===== src/rtl/dmem_store_buffer_if.sv =====
// Memory-side bus of the data-memory store buffer: drain write handshake plus load bypass.
// master = store buffer, slave = data memory.
interface dmem_store_buffer_if #(
  parameter int AW = 32,
  parameter int DW = 32
);
  logic          mem_req;
  logic [AW-1:0] mem_addr;
  logic [DW-1:0] mem_wdata;
  logic          mem_ack;
  logic [AW-1:0] mem_raddr;
  logic [DW-1:0] mem_rdata;

  modport master (
    output mem_req, mem_addr, mem_wdata, mem_raddr,
    input  mem_ack, mem_rdata
  );

  modport slave (
    input  mem_req, mem_addr, mem_wdata, mem_raddr,
    output mem_ack, mem_rdata
  );
endinterface


===== src/rtl/dmem_store_buffer.sv =====
// Posted-write buffer: core stores retire into a FIFO and a drain FSM writes them to memory in order.
// Optional DMEM_STORE_FWD_EN: loads are forwarded from the youngest matching pending store.
module dmem_store_buffer #(
  parameter int DEPTH = 4,
  parameter int AW    = 32,
  parameter int DW    = 32
) (
  input  logic                   clk,
  input  logic                   reset,
  input  logic                   cpu_we,
  input  logic [AW-1:0]          cpu_addr,
  input  logic [DW-1:0]          cpu_wdata,
  output logic [DW-1:0]          cpu_rdata,
  output logic                   cpu_stall,
  output logic [$clog2(DEPTH):0] count,
  output logic                   empty,
  dmem_store_buffer_if.master    mem
);
  localparam int PW = $clog2(DEPTH);
  localparam int CW = PW + 1;
  localparam int TW = AW - 2;

  typedef enum logic {IDLE, BUSY} state_t;
  state_t state, next_state;

  logic [TW-1:0] tag_q  [DEPTH];
  logic [DW-1:0] data_q [DEPTH];
  logic [PW-1:0] rd_ptr, wr_ptr, rd_next;
  logic          full, enq, pop, load, next_req;
  logic [TW-1:0] load_tag;
  logic [DW-1:0] load_data;

  assign full          = (count == CW'(DEPTH));
  assign empty         = (count == '0);
  assign enq           = cpu_we & ~full;
  assign cpu_stall     = cpu_we & full;
  assign pop           = (state == BUSY) & mem.mem_ack;
  assign rd_next       = rd_ptr + PW'(1);
  assign mem.mem_raddr = cpu_addr;

  // Drain control. On an ack with nothing left queued, a store arriving in the same
  // cycle is taken straight from the core inputs so the request never bubbles.
  always_comb begin
    next_state = state;
    next_req   = mem.mem_req;
    load       = 1'b0;
    load_tag   = tag_q[rd_ptr];
    load_data  = data_q[rd_ptr];
    case (state)
      IDLE: begin
        if (!empty) begin
          load       = 1'b1;
          next_req   = 1'b1;
          next_state = BUSY;
        end
      end
      BUSY: begin
        if (mem.mem_ack) begin
          if (count > CW'(1)) begin
            load      = 1'b1;
            load_tag  = tag_q[rd_next];
            load_data = data_q[rd_next];
          end else if (enq) begin
            load      = 1'b1;
            load_tag  = cpu_addr[AW-1:2];
            load_data = cpu_wdata;
          end else begin
            next_req   = 1'b0;
            next_state = IDLE;
          end
        end
      end
      default: next_state = IDLE;
    endcase
  end

  always_ff @(posedge clk or posedge reset) begin
    if (reset) begin
      state         <= IDLE;
      mem.mem_req   <= 1'b0;
      mem.mem_addr  <= '0;
      mem.mem_wdata <= '0;
      rd_ptr        <= '0;
      wr_ptr        <= '0;
      count         <= '0;
    end else begin
      state       <= next_state;
      mem.mem_req <= next_req;
      if (load) begin
        mem.mem_addr  <= {load_tag, 2'b00};
        mem.mem_wdata <= load_data;
      end
      if (enq) wr_ptr <= wr_ptr + PW'(1);
      if (pop) rd_ptr <= rd_next;
      case ({enq, pop})
        2'b10:   count <= count + CW'(1);
        2'b01:   count <= count - CW'(1);
        default: count <= count;
      endcase
    end
  end

  // Entry storage needs no reset: validity is implied by rd_ptr and count.
  always_ff @(posedge clk) begin
    if (enq) begin
      tag_q[wr_ptr]  <= cpu_addr[AW-1:2];
      data_q[wr_ptr] <= cpu_wdata;
    end
  end

`ifdef DMEM_STORE_FWD_EN
  // Scan oldest to youngest so the youngest matching entry (in-flight one included) wins.
  always_comb begin
    cpu_rdata = mem.mem_rdata;
    for (int k = 0; k < DEPTH; k++) begin
      if ((CW'(k) < count) && (tag_q[rd_ptr + PW'(k)] == cpu_addr[AW-1:2]))
        cpu_rdata = data_q[rd_ptr + PW'(k)];
    end
  end
`else
  assign cpu_rdata = mem.mem_rdata;
`endif

  a_count_bound: assert property (@(posedge clk) disable iff (reset) count <= CW'(DEPTH));
  a_no_empty_pop: assert property (@(posedge clk) disable iff (reset) pop |-> (count != '0));
  a_req_stable: assert property (@(posedge clk) disable iff (reset)
    (mem.mem_req && !mem.mem_ack) |=>
      (mem.mem_req && $stable(mem.mem_addr) && $stable(mem.mem_wdata)));
endmodule


===== src/flat_wrapper.sv =====
// flat-port wrapper written by rule: the top's interface ports become plain ports
module dmem_store_buffer_flat 
#(
  parameter int DEPTH = 4,
  parameter int AW    = 32,
  parameter int DW    = 32
)
  (clk, reset, cpu_we, cpu_addr, cpu_wdata, cpu_rdata, cpu_stall, count, empty, mem_mem_req, mem_mem_addr, mem_mem_wdata, mem_mem_raddr, mem_mem_ack, mem_mem_rdata);
  dmem_store_buffer_if #(.AW(AW), .DW(DW)) mem_i ();
  input  logic clk;
  input  logic reset;
  input  logic cpu_we;
  input  logic [AW-1:0] cpu_addr;
  input  logic [DW-1:0] cpu_wdata;
  output logic [DW-1:0] cpu_rdata;
  output logic cpu_stall;
  output logic [$clog2(DEPTH):0] count;
  output logic empty;
  output wire logic [$bits(mem_i.mem_req)-1:0] mem_mem_req;
  output wire logic [$bits(mem_i.mem_addr)-1:0] mem_mem_addr;
  output wire logic [$bits(mem_i.mem_wdata)-1:0] mem_mem_wdata;
  output wire logic [$bits(mem_i.mem_raddr)-1:0] mem_mem_raddr;
  input wire logic [$bits(mem_i.mem_ack)-1:0] mem_mem_ack;
  input wire logic [$bits(mem_i.mem_rdata)-1:0] mem_mem_rdata;
  assign mem_mem_req = mem_i.mem_req;
  assign mem_mem_addr = mem_i.mem_addr;
  assign mem_mem_wdata = mem_i.mem_wdata;
  assign mem_mem_raddr = mem_i.mem_raddr;
  assign mem_i.mem_ack = mem_mem_ack;
  assign mem_i.mem_rdata = mem_mem_rdata;
  dmem_store_buffer #(.DEPTH(DEPTH), .AW(AW), .DW(DW)) u_core (.clk(clk), .reset(reset), .cpu_we(cpu_we), .cpu_addr(cpu_addr), .cpu_wdata(cpu_wdata), .cpu_rdata(cpu_rdata), .cpu_stall(cpu_stall), .count(count), .empty(empty), .mem(mem_i));
endmodule

===== config.mk =====
export PLATFORM = sky130hd
export DESIGN_NAME = dmem_store_buffer_flat
export DESIGN_NICKNAME = d
export VERILOG_FILES = /design/src/rtl/dmem_store_buffer_if.sv /design/src/rtl/dmem_store_buffer.sv /design/src/flat_wrapper.sv
export SDC_FILE = /design/constraint.sdc
export NUM_CORES = 1
export LEC_CHECK = 0
export ABC_AREA = 1
export ABC_CLOCK_PERIOD_IN_PS = 11900
export BUFFER_PORTS_ARGS = -buffer_cell sky130_fd_sc_hd__buf_2
export CAP_MARGIN = 20
export CORE_MARGIN = 8
export CORE_UTILIZATION = 55
export DETAILED_ROUTE_END_ITERATION = 7
export PLACE_DENSITY = 0.77
export SLEW_MARGIN = 40
export SYNTH_ARGS = -nofsm -noshare
export SYNTH_HDL_FRONTEND = slang
export SYNTH_SLANG_ARGS = --single-unit

===== constraint.sdc =====
create_clock -name clk -period 11.9 [get_ports clk]
set_input_delay 1.19 -clock clk [delete_from_list [all_inputs] [get_ports clk]]
set_output_delay 1.19 -clock clk [all_outputs]
set_load 0.05 [all_outputs]

; ---- Word level (Yosys, flattened, before mapping)
; Memories as Yosys holds them, arrays and structs flattened.
; Index checks and enable logic that the tools add are counted.
[totals]
word_cells = 51
ramBits = 248
mem_count = 2
regBits = 71
[mem_list]
columns = memory, words, word_bits, read_ports, rd_ports_with_merged_regs, write_ports, line_no
row1 = u_core.data_q, 4, 32, 2, 0, 1, dmem_store_buffer.sv:27  ; logic [DW-1:0] data_q [DEPTH];
row2 = u_core.tag_q, 4, 30, 2, 0, 1, dmem_store_buffer.sv:26  ; logic [TW-1:0] tag_q [DEPTH];
[op_classes]
n_mux = 22
bitwise_logic = 5
n_reduce_logical = 3
order_cmp = 1
eq_ne = 7
addsub = 4
[ops]
columns = operator, count
row1 = $mux 32, 4
row2 = $mux 30, 4
row3 = $mux 1, 10
row4 = $ne 2x2->1 const B, 4
row5 = $pmux 1 s2, 3
row6 = $pmux 3 s2, 1
row7 = $add 2x1->2 const B, 2
row8 = $reduce_and 4->1, 1
row9 = $add 3x1->3 const B, 1
row10 = $and 1x1->1, 3
row11 = $eq 3x3->1 const B, 1
row12 = $gt 3x1->1 const B, 1
row13 = $logic_not 3->1, 1
row14 = $sub 3x1->3 const B, 1
row15 = $eq 2x1->1 const B, 1
row16 = $eq 2x2->1 const B, 1
row17 = $not 1->1, 2
row18 = $reduce_bool 2->1, 1

; ---- Depth between registers and ports, before layout
[logic_depth]
word_depth = 7
depth_mapped = 12
ltp_nobuf = 9

; ---- Worst setup path after synthesis
; No wires, ideal clock.
[synth_timing]
path_type = in2reg
start = input port cpu_we
end = memory u_core.data_q[0][0] (enable)
stages = 3
n_path_buf = 1
required_time_ps = 11418
slack_ps = 7294
setup_time_ps = 482
arrival_ps = 4124
cell_sequence = buf_2 > nand2_1 > nor2_1
[synth_between]
elab_chain_len = 3
[synth_lines]
columns = element, line_no
row1 = "start, declared", flat_wrapper.sv:12  ; input logic cpu_we;
row2 = $and 1x1->1, dmem_store_buffer.sv:35  ; assign enq = cpu_we & ~full;
row3 = $mux 1, dmem_store_buffer.sv:105  ; if (enq) begin
row4 = $mux 1 (implied by the code), dmem_store_buffer.sv:107  ; data_q[wr_ptr] <= cpu_wdata;
row5 = "end, declared", dmem_store_buffer.sv:27
; Every way passes these cells.

; ---- Worst setup path in the final report
[layout_timing]
start = input port cpu_we
end = output port cpu_stall
[layout_between]
elab_chain_len = 1
[layout_lines]
columns = element, line_no
row1 = $and 1x1->1, dmem_store_buffer.sv:36  ; assign cpu_stall = cpu_we & full;
row2 = "end, declared", flat_wrapper.sv:16  ; output logic cpu_stall;
; Every way passes these cells.

==> results.sh <==
export IMPL_drt_antenna_violating_nets=0
export IMPL_worstHoldPathType="flop to flop"
export IMPL_setup_worst_path_class="primary input to output port"
export IMPL_clock_sink_count=319
export IMPL_layout_drive_gt1_share_pct=11.60
export IMPL_placeableCoreArea_um2=30350
export IMPL_place_detailed_hpwl_um=23750
export IMPL_arrival_ns=2.31
export IMPL_htreeDepth=2
export IMPL_gp_congestion=0.7768
export IMPL_route_top_layer_used="met4"
export IMPL_synthesis_yosys_warnings=0
export IMPL_cts_setup_buffers=0
export IMPL_fp_dieArea_um2=36510
export IMPL_path_clk_slew_ns=0.05
export IMPL_critPathMaxFanout=33
export IMPL_wirelength_um=45340
export IMPL_postSynthRegisterBits=319
export IMPL_initial_core_util_pct=55.55
export IMPL_power_static_leakage_uw=0.008808
export IMPL_cp_end_kind="output port"
export IMPL_ff_latch_area_um2=9229
export IMPL_setup_repair_after_global_routing_missed_its_margin="false"
export IMPL_grt_max_degree=151
export IMPL_numPortBuffers=163
export IMPL_cts_buffers=36
export IMPL_finalWorstSetupSlack_ns=8.400
export IMPL_worstPathRequired_ns=10.71
export IMPL_pin_count=234
export IMPL_route_met3_wl_um=3995
export IMPL_cts_repair_resize_count=0
export IMPL_slew_limit_headroom_pct=45.03
export IMPL_cell_chosen_for_the_clock_root="clkbuf_16"
export IMPL_cts_hold_repair_buffers=0
export IMPL_final_period_utilization_pct=29.41
export IMPL_period_needed_ns=3.500
export IMPL_setup_viol=0
export IMPL_avgViaCountPerCell=5.508
export IMPL_synthesis_area_per_instance_um2=7.959
export IMPL_place_worst_setup_slack_ns=8.370
export IMPL_slew_of_the_pin_with_the_lowest_slew_margin_ns=0.8245
export IMPL_final_net_count=2255
export IMPL_antenna_violations_before_repair=2
export IMPL_finalSetupTns_ns=0
export IMPL_r2r_setup_slack_ns=8.60
export IMPL_cell_pwr_density_nw_per_um2=294.1
export IMPL_dieHeight_um=191.1
export IMPL_syn_to_final_growth_pct=8.922
export IMPL_detail_route_iter0_violations=1462
export IMPL_clock_tree_buffer_depth=3
export IMPL_drt_wl_cell_um=17.63
export IMPL_drv_slew=0
export IMPL_dr_pass1_iters=5
export IMPL_first_pass_grt_wire_length_um=70640
export IMPL_grt_overflow_total=0
export IMPL_route_vias_total=14160
export IMPL_cap_violations=0
export IMPL_floorplan_die_width_um=191.1
export IMPL_grt_usage_pct=24.33
export IMPL_detailed_routing_wirelength_on_met1_um=17790
export IMPL_vdd_drop_max_mv=0.2577
export IMPL_hold_violation_total_from_the_final_report=0
export IMPL_post_route_drc_count=0
export IMPL_overall_power_uw=5400
export IMPL_synthesis_area_um2=16860
export IMPL_clk_insertion_delay_late_ns=0.51
export IMPL_achievable_frequency_mhz=285.7
export IMPL_rows=64
export IMPL_cp_start_kind="primary input"
export IMPL_fillCellCount=2546
export IMPL_status="finished clean"
export IMPL_clock_tree_from_tritoncts="done"
export IMPL_synthCells=2118
export IMPL_yosysUniqueCellTypes=26
export IMPL_vias_in_the_first_global_route=13550
export IMPL_multi_input_area_um2=6449
export IMPL_synth_yosys_seq_area_share_pct=54.72
export IMPL_finalClockSkew_ns=0.01621
export IMPL_detailroute_wirelength_met2_um=21920
export IMPL_fin_hold_ws_ns=0.5188
-- critical path: stages --
cell,delay (ns)
buf_2,0.08
buf_4,0.46
inv_1,0.13
nor2_1,0.15
buf_2,0.28
-- synth_stat cells (all sizes together) --
cell	n	area share, %
conb	1	0.022
nand3	69	2.1
clkbuf	32	0.71
nor2	90	2.1
o31ai	1	0.045
o21ai	71	2.1
ha	8	0.59
xor2	4	0.21
buf	157	6.2
edfxtp	248	44
nand2	1283	29
inv	21	0.48
dfrtp	71	11
a21oi	62	1.8
-- layout by cell type, fill, tap and decap left out --
cell / n
buf_6: 8
conb_1: 2
nor2_4: 5
dfrtp_2: 1
buf_4: 6
inv_1: 14
clkbuf_16: 37
a21oi_1: 62
buf_2: 163
nand2_2: 3
edfxtp_1: 248
clkinv_4: 1
nor2_2: 1
inv_2: 4
o21ai_1: 1
nand2_1: 1275
clkbuf_8: 3
nand3_1: 68
xor2_1: 4
clkinv_1: 3
nand3_2: 1
clkbuf_1: 12
dfrtp_1: 69
o31ai_1: 1
clkinv_2: 8
dfrtp_4: 1
buf_12: 2
bufinv_16: 1
ha_1: 8
clkinv_8: 1
nor2_1: 84
nand2_8: 5
inv_4: 1
o21ai_0: 70
diode_2: 2
-- final timing paths --
kind                                               start                  endpoint  depth (start not counted)
worst max-delay path                              cpu_we                 cpu_stall                          5
worst min-delay path            u_core.mem.mem_wdata[27]  u_core.mem.mem_wdata[27]                          2
worst max register to register          u_core.rd_ptr[0]    u_core.mem.mem_addr[9]                          9
worst min register to register  u_core.mem.mem_wdata[27]  u_core.mem.mem_wdata[27]                          2
max in group asynchronous                          reset          u_core.rd_ptr[1]                          3
min in group asynchronous                          reset   u_core.mem.mem_addr[29]                          2
-- report_power, final --
| part | switching [µW] | internal [µW] | leakage, µW |
|---|---|---|---|
| Combinational | 1980 | 672 | 0.00515 |
| Clock | 425 | 612 | 0.000542 |
| Sequential | 183 | 1520 | 0.00311 |
| Total | 2590 | 2810 | 0.00881 |
-- metal layers --
layer,vias to the layer above,GRT usage [%]
li1,6715,-
met1,6603,30.98
met3,143,3.557
met4,0,11.55
met2,701,40.51
met5,-,0
-- layout make-up --
type | count | share of cell area (%)
Tap cell | 396 | 2.698
Timing Repair Buffer | 179 | 5.397
Sequential cell | 319 | 50.26
Clock buffer | 52 | 5.513
Inverter | 21 | 0.5179
Clock inverter | 12 | 0.4634
Antenna cell | 2 | 0.02726
Multi-Input combinational cell | 1590 | 35.12
-- through the flow --
stage,cell area [µm²],utilization (%),instances
2_1_floorplan,16860,-,2119
3_3_place_gp,17150,56.50,2503
3_5_place_dp,17250,56.82,2505
4_1_cts,18340,60.44,2569
5_1_grt,18360,60.50,2571
6_report,18360,60.50,2571
-- sequential cells by signal, indices dropped and copies added (netlist names) --
signal / count
u_core.wr_ptr: 2
u_core.data_q: 128
u_core.count: 3
u_core.state: 1
u_core.mem.mem_req: 1
u_core.mem.mem_addr: 30
u_core.rd_ptr: 2
u_core.mem.mem_wdata: 32
u_core.tag_q: 120
-- logic make-up after synthesis --
kind of cell    after synthesis  share of synthesized area (%)
fa+ha+maj                     8                         0.5938
simple gates               1442                          33.03
buf+inv                     210                          7.437
xor+xnor                      4                         0.2078
flops                       319                          54.72
other cells                   1                        0.02225
compound gates              134                          3.993
Power figures use the tool's default switching activity.
